<file path="src/rtl/vga_ctrl.sv">
// VGA timing generator: free-running pixel/line counters, combinational
// pixel address for the consumer, and a two-stage output pipeline that
// keeps sync, valid and colour aligned with the consumer's one-clk data latency.
module vga_ctrl #(
   parameter int H_SYNC   = 96,
   parameter int H_BP     = 48,
   parameter int H_ACTIVE = 640,
   parameter int H_FP     = 16,
   parameter int V_SYNC   = 2,
   parameter int V_BP     = 33,
   parameter int V_ACTIVE = 480,
   parameter int V_FP     = 10
) (
   input  logic        clk,
   input  logic        rst,
   input  logic [23:0] vga_data,
   output logic [9:0]  h_addr,
   output logic [9:0]  v_addr,
   output logic        hsync,
   output logic        vsync,
   output logic        valid,
   output logic [7:0]  vga_r,
   output logic [7:0]  vga_g,
   output logic [7:0]  vga_b,
   output logic        frame_tick
);

   localparam int H_TOTAL = H_SYNC + H_BP + H_ACTIVE + H_FP;
   localparam int V_TOTAL = V_SYNC + V_BP + V_ACTIVE + V_FP;

   localparam logic [9:0] H_LAST = 10'(H_TOTAL - 1);
   localparam logic [9:0] V_LAST = 10'(V_TOTAL - 1);
   localparam logic [9:0] HS_END = 10'(H_SYNC);
   localparam logic [9:0] VS_END = 10'(V_SYNC);
   localparam logic [9:0] HA_BEG = 10'(H_SYNC + H_BP);
   localparam logic [9:0] HA_END = 10'(H_SYNC + H_BP + H_ACTIVE);
   localparam logic [9:0] VA_BEG = 10'(V_SYNC + V_BP);
   localparam logic [9:0] VA_END = 10'(V_SYNC + V_BP + V_ACTIVE);

   logic [9:0]  r_h_cnt, r_v_cnt;
   logic [9:0]  w_h_nxt, w_v_nxt;
   logic        w_h_last, w_v_last;
   logic        w_hs, w_vs, w_h_act, w_v_act, w_act;
   logic        r_hs_s1, r_vs_s1, r_act_s1;
   logic        r_hsync, r_vsync, r_valid, r_frame_tick;
   logic [23:0] r_rgb;

   // Next counter position; line counter only moves on the pixel wrap.
   assign w_h_last = (r_h_cnt == H_LAST);
   assign w_v_last = (r_v_cnt == V_LAST);
   assign w_h_nxt  = w_h_last ? 10'd0 : r_h_cnt + 10'd1;
   assign w_v_nxt  = !w_h_last ? r_v_cnt : (w_v_last ? 10'd0 : r_v_cnt + 10'd1);

   // Region decode of the current counter position.
   assign w_hs    = (r_h_cnt < HS_END);
   assign w_vs    = (r_v_cnt < VS_END);
   assign w_h_act = (r_h_cnt >= HA_BEG) && (r_h_cnt < HA_END);
   assign w_v_act = (r_v_cnt >= VA_BEG) && (r_v_cnt < VA_END);
   assign w_act   = w_h_act && w_v_act;

   // Address is zero-latency so the consumer can register its pixel in step
   // with stage 1.
   assign h_addr = w_act ? (r_h_cnt - HA_BEG) : 10'd0;
   assign v_addr = w_act ? (r_v_cnt - VA_BEG) : 10'd0;

   // Position counters; reset aborts the frame and restarts at (0,0).
   always_ff @(posedge clk) begin
      if (rst) begin
         r_h_cnt <= 10'd0;
         r_v_cnt <= 10'd0;
      end else begin
         r_h_cnt <= w_h_nxt;
         r_v_cnt <= w_v_nxt;
      end
   end

   // Frame tick is high exactly while the counters sit at (0,0) after a wrap,
   // so it is computed from the next position.
   always_ff @(posedge clk) begin
      if (rst) r_frame_tick <= 1'b0;
      else     r_frame_tick <= (w_h_nxt == 10'd0) && (w_v_nxt == 10'd0);
   end

   // Stage 1: capture region flags while the consumer fetches the pixel.
   always_ff @(posedge clk) begin
      if (rst) begin
         r_hs_s1  <= 1'b0;
         r_vs_s1  <= 1'b0;
         r_act_s1 <= 1'b0;
      end else begin
         r_hs_s1  <= w_hs;
         r_vs_s1  <= w_vs;
         r_act_s1 <= w_act;
      end
   end

   // Stage 2: drive syncs (active low), valid and blanked colour together.
   always_ff @(posedge clk) begin
      if (rst) begin
         r_hsync <= 1'b1;
         r_vsync <= 1'b1;
         r_valid <= 1'b0;
         r_rgb   <= 24'd0;
      end else begin
         r_hsync <= ~r_hs_s1;
         r_vsync <= ~r_vs_s1;
         r_valid <= r_act_s1;
         r_rgb   <= r_act_s1 ? vga_data : 24'd0;
      end
   end

   assign hsync      = r_hsync;
   assign vsync      = r_vsync;
   assign valid      = r_valid;
   assign vga_r      = r_rgb[23:16];
   assign vga_g      = r_rgb[15:8];
   assign vga_b      = r_rgb[7:0];
   assign frame_tick = r_frame_tick;

endmodule

</file>
<file path="config.mk">
export PLATFORM = sky130hd
export DESIGN_NAME = vga_ctrl
export DESIGN_NICKNAME = d
export VERILOG_FILES = /design/src/rtl/vga_ctrl.sv
export SDC_FILE = /design/constraint.sdc
export NUM_CORES = 1
export LEC_CHECK = 0
export ABC_AREA = 1
export BUFFER_PORTS_ARGS = -buffer_cell sky130_fd_sc_hd__buf_2
export CAP_MARGIN = 25
export CORE_MARGIN = 2
export CORE_UTILIZATION = 35
export CTS_CLUSTER_DIAMETER = 80
export DETAILED_ROUTE_END_ITERATION = 16
export MAX_ROUTING_LAYER = met4
export PLACE_DENSITY = 0.56
export SLEW_MARGIN = 20
export SYNTH_ARGS = -nofsm -noshare
export SYNTH_HDL_FRONTEND = slang
export SYNTH_SLANG_ARGS = --single-unit
</file>
<file path="constraint.sdc">
create_clock -name clk -period 2.4 [get_ports clk]
set_clock_uncertainty 0.2 [all_clocks]
set_input_delay 0 -clock clk [delete_from_list [all_inputs] [get_ports clk]]
set_output_delay 0 -clock clk [all_outputs]
set_load 0.01 [all_outputs]
</file>
==> results.toml, run 1 <==
[timing]
min_period_over_period_pct = 95.4
finalSetupViolCount = 0
final-max-slew-violation-count = 0
max_freq_mhz = 437
setup_tns_ns = 0
final_hold_viol_count = 0
worstMarginPinSlew_ns = 0.457
layout_min_cycle_time_ns = 2.29
slew_headroom_pct = 69.6

[layout]
top_regs = "r_rgb: 24 flops, r_h_cnt: 10 flops, r_v_cnt: 10 flops"
finalNetCount = 507
final_cells = 555
layout_commonest_cell = "nor2_1"
largest_register_ffs = 24
synthToLayoutAreaGrowth_pct = 37.3
diodes = 0
final_layout_size_suffix_gt1_share_pct = 23.8
nFillCells = 687
top_register = "r_rgb"
final_cell_mix = "nor2_1, nand2_1, buf_2"

[yosys]
synth_cell_type_count = 23
netlist_area_sq_mm = 0.00244
netlist_instances = 368
synth_warnings = 0
synth_area_per_cell_sq_um = 6.62
syn_nets = 401
synth_seq_cells = 51
ys_seq_area_share_pct = 41.9

[cts]
cts_buffers = 5
cts.clk_slew.worst_paths_ns = 0.11
cts_tree = "built"
cts.sinks = 51
cts_buffer_depth = 2
root_buffer = "clkbuf_8"
htreeDepth = 2
clkLatencyLatePin_ns = 0.30

[die]
io-pin-count = 74
die_x_microns = 87.4
die_h_microns = 87.4
fp-row-count = 30
die_area_sq_mm = 0.00764
start_util_pct = 36.1
core-area_sq_mm = 0.00676

[routing]
drc = 0
first_iter_violations = 128
post_drt_wl_per_cell_microns = 11.5
vias = 2485
viasPerCell = 4.48
ant_nets = 0
drtPass1Iterations = 4
totalWireLength_mm = 6.36

[global_route]
antenna_found_initial = 0
grt_max_degree = 26
grt_first_pass_wirelength_mm = 10.1
grt_pass1_vias = 2284
grt_overflow = 0
globalRouteTotalUtil_pct = 17.0

[min_path]
min_to = "hsync"
min_from = "r_hs_s1"
hold_depth = 1
hold_path_class = "reg2reg"

[critical_path]
path_max_fanout = 11
required_ns = 2.20
slowest_delay_ns = 0.35
arrival_ns = 2.09
cp_slowest_cell = "dfxtp_2"
crit_type = "reg2out"
r2r-end = "frame_tick"
reg2reg_slack_ns = 0.35
cp-start-kind = "flip-flop"
reg2reg_from = "r_h_cnt[1]"
path_cells = "ha_2 > nor2_1 > nand3_1 > o21ai_1 > nand3_4 > buf_6 > nor3_1 > buf_2"
end_kind = "output port"
r2r.worst_path.cells = 12

[power_and_ir_drop]
switching_share_pct = 21.4
p_switching_mw = 0.341
p_leak_nw = 1.83
power_frac_seq_pct = 54.1
pwr-share-comb_pct = 5.5
ir_drop_uv = 297
cellInternalPower_mw = 1.25
p_clk_share_pct = 40.5
p_per_area_mw_per_mm2 = 475

[run]
cap_violations = 0

[placed_design]
place_inst = 518
globalplace.congestion = 0.910
dpl.hpwl_mm = 4.45
portBuffers = 73

[status]
status = "complete, no violations"
-- synthesized netlist by cell type --
| cell type | instances | area, sq um |
|---|---|---|
| buf_6 | 1 | 11.3 |
| nand2_2 | 4 | 25.0 |
| a21oi_1 | 6 | 30.0 |
| o21ai_1 | 1 | 5.00 |
| inv_2 | 1 | 3.75 |
| inv_1 | 62 | 233 |
| nor2_4 | 2 | 22.5 |
| o31ai_1 | 2 | 15.0 |
| nor3_1 | 7 | 35.0 |
| nor2_1 | 94 | 353 |
| nor2_2 | 2 | 12.5 |
| nand3b_1 | 2 | 15.0 |
| nand3_1 | 20 | 100 |
| ha_1 | 7 | 87.6 |
| nand3_2 | 2 | 20.0 |
| nand4_1 | 6 | 37.5 |
| nor4_1 | 2 | 12.5 |
| buf_2 | 3 | 15.0 |
| dfxtp_1 | 51 | 1020 |
| o21ai_0 | 10 | 50.1 |
| clkbuf_1 | 4 | 15.0 |
| xor2_1 | 4 | 35.0 |
| nand2_1 | 75 | 282 |
-- metrics by stage --
step | util [%] | setup WS, ns | area [sq um] | power (mW) | hold WS, ns
final | 49.5 | 0.110 | 3340 | 1.59 | 0.178
after CTS | 48.5 | 0.0155 | 3270 | 1.61 | 0.179
after detailed placement | 42.9 | 0.219 | 2900 | 0.933 | 0.0210
after global placement | 42.9 | 0.164 | 2900 | 0.934 | 0.0132
after floorplan | - | 0.619 | 2440 | 0.903 | -0.123
after global routing | 49.5 | -0.0146 | 3340 | 1.65 | 0.189
-- worst max-delay path by stage --
| stage | startpoint | to |
|---|---|---|
| 6_report | r_v_cnt[1] | v_addr[6] |
| 5_1_grt | r_v_cnt[6] | v_addr[6] |
| 3_3_place_gp | r_h_cnt[1] | frame_tick |
| 3_5_place_dp | r_h_cnt[1] | frame_tick |
| 4_1_cts | r_v_cnt[1] | v_addr[6] |
| 2_1_floorplan | r_h_cnt[0] | frame_tick |
-- final cells by class --
cell class	count	area [sq um]	area share, %
Clock inverter	2	38.8	1.16
Multi-Input combinational cell	246	1170	35.1
Timing Repair Buffer	107	687	20.5
Sequential cell	51	1020	30.6
Tap cell	80	100	2.99
Clock buffer	6	82.6	2.47
Inverter	63	236	7.07
-- logic make-up after synthesis --
group	after synthesis	synth area share (%)
simple gates	216	37.5
buf+inv	71	11.4
flops	51	41.9
compound gates	19	4.11
fa+ha+maj	7	3.60
xor+xnor	4	1.44
-- metal layers --
metal / GRT usage, % / part of all wire [%] / up-vias
met2: 28.9 / 44 / 101
met4: 3.78 / 0.53 / 0
met3: 2.94 / 8.2 / 2
met1: 21.0 / 47 / 1057
met5: - / 0 / -
li1: - / - / 1325
-- power by group through the flow --
stage | Combinational, mW | Sequential (mW) | Clock, mW
2_1_floorplan | 0.0251 | 0.878 | 0
3_3_place_gp | 0.0555 | 0.878 | 0
3_5_place_dp | 0.0546 | 0.879 | 0
4_1_cts | 0.0858 | 0.859 | 0.663
5_1_grt | 0.0980 | 0.860 | 0.695
6_report | 0.0866 | 0.859 | 0.643
-- what timing repair did --
action / CTS / global route
resized for setup: 1 / 14
gates cloned: 0 / 0
setup endpoints to repair: 1 / 17
pin swaps: 0 / 4
hold endpoints to repair: 41 / 0
setup buffers: 0 / 4
hold buffers: 25 / 0
-- critical path, delay by kind of cell, from the launching register on --
kind | cells | cell delay [ns]
buf+inv | 2 | 0.33
simple gates | 4 | 0.64
fa+ha+maj | 1 | 0.19
flops | 1 | 0.35
compound gates | 1 | 0.27
Note: power is estimated with default switching activity, not from simulation.
==> run 2: changes to the inputs <==
--- a/config.mk
+++ b/config.mk
@@ -13,7 +13,7 @@
 export CTS_CLUSTER_DIAMETER = 80
 export DETAILED_ROUTE_END_ITERATION = 16
 export MAX_ROUTING_LAYER = met4
-export PLACE_DENSITY = 0.56
+export PLACE_DENSITY = 0.59
 export SLEW_MARGIN = 20
 export SYNTH_ARGS = -nofsm -noshare
 export SYNTH_HDL_FRONTEND = slang
==> constraint.sdc (replaced) <==
create_clock -name clk -period 2.19 [get_ports clk]
set_clock_uncertainty 0.2 [all_clocks]
set_input_delay 0 -clock clk [delete_from_list [all_inputs] [get_ports clk]]
set_output_delay 0 -clock clk [all_outputs]
set_load 0.01 [all_outputs]
==> run 2 against run 1 <==
  * Non-clock buffer count is 4 higher
  * Power increased by 2.3%
  * Global-route usage increased by 0.76 points
  * Combinational power up 11%
  * First-iteration DRC count fell by 33%
  * Flip-flop and latch count unchanged
  * Final cell count up 0.72%
  * Routed wire length rose by 1.8%
  * Critical path depth up 1
  * Final area up 2.2%
  * Worst hold slack hardly changed
  * Critical path type unchanged
  * Critical endpoint is now h_addr[2]
  * Highest routed layer unchanged
==> results.toml, run 2 (synthesized netlist as in run 1, its figures left out) <==
[status]
status = "complete, no violations"

[power_and_ir_drop]
p_leak_nw = 1.86
ir_drop_uv = 341
p_per_area_mw_per_mm2 = 475

[placed_design]
globalplace.congestion = 0.968
portBuffers = 73
place_inst = 521
dpl.hpwl_mm = 4.55
dp_slack_ns = 0.130

[cts]
cts_tree = "built"
cts_buffers = 5
root_buffer = "clkbuf_8"
cts.clk_slew.worst_paths_ns = 0.10
htreeDepth = 2
clkLatencyLatePin_ns = 0.30
cts_buffer_depth = 2
cts.sinks = 51

[routing]
drtPass1Iterations = 4
first_iter_violations = 86
totalWireLength_mm = 6.48
ant_nets = 0
post_drt_wl_per_cell_microns = 11.6
viasPerCell = 4.47
vias = 2497
drc = 0

[die]
fp-row-count = 30
die_h_microns = 87.4
die_area_sq_mm = 0.00764
die_x_microns = 87.4
start_util_pct = 36.1
core-area_sq_mm = 0.00676
io-pin-count = 74

[critical_path]
required_ns = 1.99
cp_slowest_cell = "dfxtp_2"
cp-start-kind = "flip-flop"
path_max_fanout = 7
crit_type = "reg2out"
slowest_delay_ns = 0.37
end_kind = "output port"
path_cells = "ha_2 > nor2_2 > a21oi_2 > o21ai_0 > o21ai_1 > nand3_4 > buf_4 > nor2_1 > buf_2"
arrival_ns = 1.92

[layout]
final_layout_size_suffix_gt1_share_pct = 26.5
synthToLayoutAreaGrowth_pct = 40.4
final_cell_mix = "nor2_1, nand2_1, buf_2"
top_register = "r_rgb"
diodes = 0
top_regs = "r_rgb: 24 flops, r_h_cnt: 10 flops, r_v_cnt: 10 flops"
finalNetCount = 511
layout_commonest_cell = "nor2_1"
final_cells = 559
largest_register_ffs = 24

[timing]
rsz0062_at_grt = "true"
slew_headroom_pct = 72.9
fin_ws_ns = 0.0744
layout_min_cycle_time_ns = 2.12
worstMarginPinSlew_ns = 0.404
final-max-slew-violation-count = 0
finalHoldWorstSlack_ns = 0.178
final_hold_viol_count = 0
finalSetupViolCount = 0
max_freq_mhz = 473
setup_tns_ns = 0
min_period_over_period_pct = 96.6

[global_route]
top_usage_layer = "met2"
met3_usage_pct = 3.32
grt_overflow = 0
grt_max_degree = 26
grt_pass1_vias = 2496
grt_use_met2_pct = 29.1
met1_usage_pct = 21.6
antenna_found_initial = 0
grt_first_pass_wirelength_mm = 10.7
globalRouteTotalUtil_pct = 17.7

[min_path]
hold_path_class = "reg2reg"

[run]
cap_violations = 0
run 2: changes by cell type in the layout (fill, tap and decap cells not counted), moves of 2 or more:
| cell | delta |
|---|---|
| buf_6 | +2 |
| nor2_1 | -5 |
| nor3_1 | -2 |
| buf_4 | +2 |
| nor3_2 | +2 |
| nor2_2 | +5 |
run 2: cell type report:
type                       instances  area, sq um
clock buffer                       6         82.6
clock inverter                     2         16.3
fill                             667         3340
inverter                          63          239
multi-input combinational        246         1210
sequential                        51         1030
tap                               80          100
timing repair buffer             111          739
run 2: stage by stage:
step	total power [mW]	instance area (sq um)	util [%]
CTS	1.65	3280	48.6
floorplan	0.990	2440	-
detailed placement	1.02	2920	43.2
global route	1.69	3420	50.6
finish	1.62	3420	50.6
global placement	1.02	2920	43.2
run 2: final timing paths:
check | slack [ns] | startpoint | cells past startpoint | to
setup / recovery | 0.07 | r_v_cnt[1] | 9 | h_addr[2]
hold / removal | 0.18 | r_vs_s1 | 1 | vsync
setup reg to reg | 0.15 | r_h_cnt[0] | 12 | frame_tick
hold reg to reg | 0.18 | r_vs_s1 | 1 | vsync
run 2: where the power goes:
group | internal, mW | total, mW | switching (mW) | leakage, nW
clock | 0.259 | 0.588 | 0.329 | 0.0474
sequential | 0.934 | 0.940 | 0.00596 | 0.415
combinational | 0.0573 | 0.0963 | 0.0391 | 1.39
run 2: critical path, delay by kind of cell (launching register included):
kind	cells	cell delay, ns
buffers and inverters	2	0.32
flip-flops	1	0.37
AND/OR/NAND/NOR	3	0.28
adder cells (fa/ha/maj)	1	0.21
AO/OA/AOI/OAI	3	0.43
run 2: repair_timing:
item | 4_1_cts | 5_1_grt
endpoints found under the setup margin | 16 | 22
setup buffers | 0 | 4
gates resized for setup | 5 | 28
gates cloned | 0 | 1
pin swaps | 0 | 3
hold buffers | 25 | 0
hold endpoints to repair | 35 | 0
run 2: routing by layer:
layer | share of wire (%) | wire [microns]
met5 | 0 | 0
met4 | 1.2 | 80
met3 | 7.2 | 469
met2 | 44 | 2830
met1 | 48 | 3090
==> run 3: changes to the inputs <==
--- a/config.mk
+++ b/config.mk
@@ -13,7 +13,7 @@
 export CTS_CLUSTER_DIAMETER = 80
 export DETAILED_ROUTE_END_ITERATION = 16
 export MAX_ROUTING_LAYER = met4
-export PLACE_DENSITY = 0.59
+export PLACE_DENSITY = 0.61
 export SLEW_MARGIN = 20
 export SYNTH_ARGS = -nofsm -noshare
 export SYNTH_HDL_FRONTEND = slang
==> run 3 against run 2 <==
  * Final area rose by 1.6%
  * Sequential power hardly changed
  * Worst hold slack improved by 0.012 ns
  * Critical path type unchanged
  * Setup slack gained 0.039 ns
  * Critical path depth increased by 1
  * Clock-buffer cell count is 1 lower
  * Combinational power increased by 3.4%
  * Flip-flop and latch count unchanged
  * Global-route usage is 0.95 points higher
  * First-iteration DRC count up 55%
  * Final cell count increased by 1.3%
  * Die area did not move
==> results.toml, run 3 (synthesized netlist as in run 1, its figures left out) <==
[critical_path]
path_cells = "inv_2 > ha_2 > inv_1 > nor4_2 > nand3_1 > nand3_2 > nand3_4 > buf_6 > nor3_2 > buf_2"
r2r.worst_path.cells = 12
arrival_ns = 1.88
slowest_delay_ns = 0.37
r2r-end = "frame_tick"
path_max_fanout = 8
required_ns = 1.99
cp_slowest_cell = "dfxtp_4"
reg2reg_from = "r_h_cnt[0]"
cp-start-kind = "flip-flop"
end_kind = "output port"
cpLargestDelayFamily = "simple AND/OR/NAND/NOR gates"
critPathBufInv = 4
reg2reg_slack_ns = 0.20
crit_type = "reg2out"

[power_and_ir_drop]
p_leak_nw = 1.89
cellInternalPower_mw = 1.33
p_switching_mw = 0.367
power_frac_seq_pct = 55.4
ir_drop_uv = 233
p_per_area_mw_per_mm2 = 489
switching_share_pct = 21.6
pwr-share-comb_pct = 5.9
p_clk_share_pct = 38.8

[min_path]
min_to = "hsync"
hold_path_class = "reg2reg"
min_from = "r_hs_s1"
hold_depth = 1

[routing]
ant_nets = 0
totalWireLength_mm = 6.93
drtPass1Iterations = 4
first_iter_violations = 133
viasPerCell = 4.57
vias = 2586
drc = 0
post_drt_wl_per_cell_microns = 12.2

[timing]
final-max-slew-violation-count = 0
finalSetupViolCount = 0
min_period_over_period_pct = 94.8
slew_headroom_pct = 71.2
fin_ws_ns = 0.114
worstMarginPinSlew_ns = 0.428
layout_min_cycle_time_ns = 2.08
max_freq_mhz = 482
rsz0062_at_grt = "true"
final_hold_viol_count = 0
setup_tns_ns = 0

[layout]
seq_area_sq_mm = 0.00103
final_layout_size_suffix_gt1_share_pct = 28.0
final_cell_mix = "nor2_1, buf_2, nand2_1"
nFillCells = 672
largest_register_ffs = 24
layout_commonest_cell = "nor2_1"
top_regs = "r_rgb: 24 flops, r_h_cnt: 10 flops, r_v_cnt: 10 flops"
synthToLayoutAreaGrowth_pct = 42.6
multiInputGateArea_sq_mm = 0.00122
top_register = "r_rgb"
fin_util_pct = 51.4
finalNetCount = 518
diodes = 0

[placed_design]
portBuffers = 73
dpl.hpwl_mm = 4.54
dp_slack_ns = 0.0680
globalplace.congestion = 0.883

[status]
status = "complete, no violations"

[global_route]
grt_first_pass_wirelength_mm = 11.1
grt_overflow = 0
antenna_found_initial = 0
grt_pass1_vias = 2449
globalRouteTotalUtil_pct = 18.7
grt_max_degree = 26

[cts]
cts.sinks = 51
root_buffer = "clkbuf_8"
cts.clk_slew.worst_paths_ns = 0.09
htreeDepth = 2
clkLatencyLatePin_ns = 0.31
cts_tree = "built"
cts_buffer_depth = 2
cts_buffers = 5

[run]
cap_violations = 0

[die]
core-area_sq_mm = 0.00676
die_x_microns = 87.4
start_util_pct = 36.1
die_h_microns = 87.4
io-pin-count = 74
fp-row-count = 30
die_area_sq_mm = 0.00764
run 3: worst max path at each step:
stage / start / to / slack, ns / depth (start not counted)
2_1_floorplan: r_h_cnt[0] / frame_tick / 0.41 / 11
3_3_place_gp: r_h_cnt[0] / frame_tick / 0.11 / 11
3_5_place_dp: r_h_cnt[0] / frame_tick / 0.07 / 10
4_1_cts: r_v_cnt[1] / h_addr[6] / 0.003 / 9
5_1_grt: r_h_cnt[5] / v_addr[3] / -0.06 / 10
6_report: r_h_cnt[5] / v_addr[3] / 0.11 / 10
run 3: through the flow:
stage               hold WS [ns]  cell area (sq um)  instances  power, mW
global placement          0.0137               2950        525       1.03
floorplan                 -0.123               2440        368      0.990
finish                     0.190               3470        566       1.70
detailed placement        0.0178               2950        525       1.02
CTS                        0.194               3350        559       1.73
global route               0.204               3470        566       1.78
run 3: cell type report:
cell class	count	share of cell area (%)
Multi-Input combinational cell	246	35.2
Sequential cell	51	29.8
Timing Repair Buffer	118	22.1
Inverter	63	6.81
Tap cell	80	2.88
Clock buffer	5	1.98
Clock inverter	3	1.26
run 3: timing repair:
action | in CTS | in global routing
hold buffers | 25 | 0
pin swaps | 1 | 4
cloned | 1 | 0
endpoints found under the hold margin | 49 | 0
setup endpoints to repair | 19 | 22
setup buffers | 0 | 7
gates resized for setup | 12 | 21
run 3: power groups by stage:
| stage | registers (mW) | logic (mW) | clock network, mW |
|---|---|---|---|
| floorplan | 0.963 | 0.0275 | 0 |
| global placement | 0.963 | 0.0634 | 0 |
| CTS | 0.940 | 0.0961 | 0.695 |
| finish | 0.941 | 0.0996 | 0.659 |
| global route | 0.942 | 0.111 | 0.728 |
| detailed placement | 0.963 | 0.0615 | 0 |
run 3: per-layer routing:
metal	track usage (%)	vias to the layer above	share of wire, %
met3	3.89	6	7.1
li1	-	1349	-
met4	5.45	0	0.79
met5	-	-	0
met1	24.1	1124	47
met2	29.5	107	45
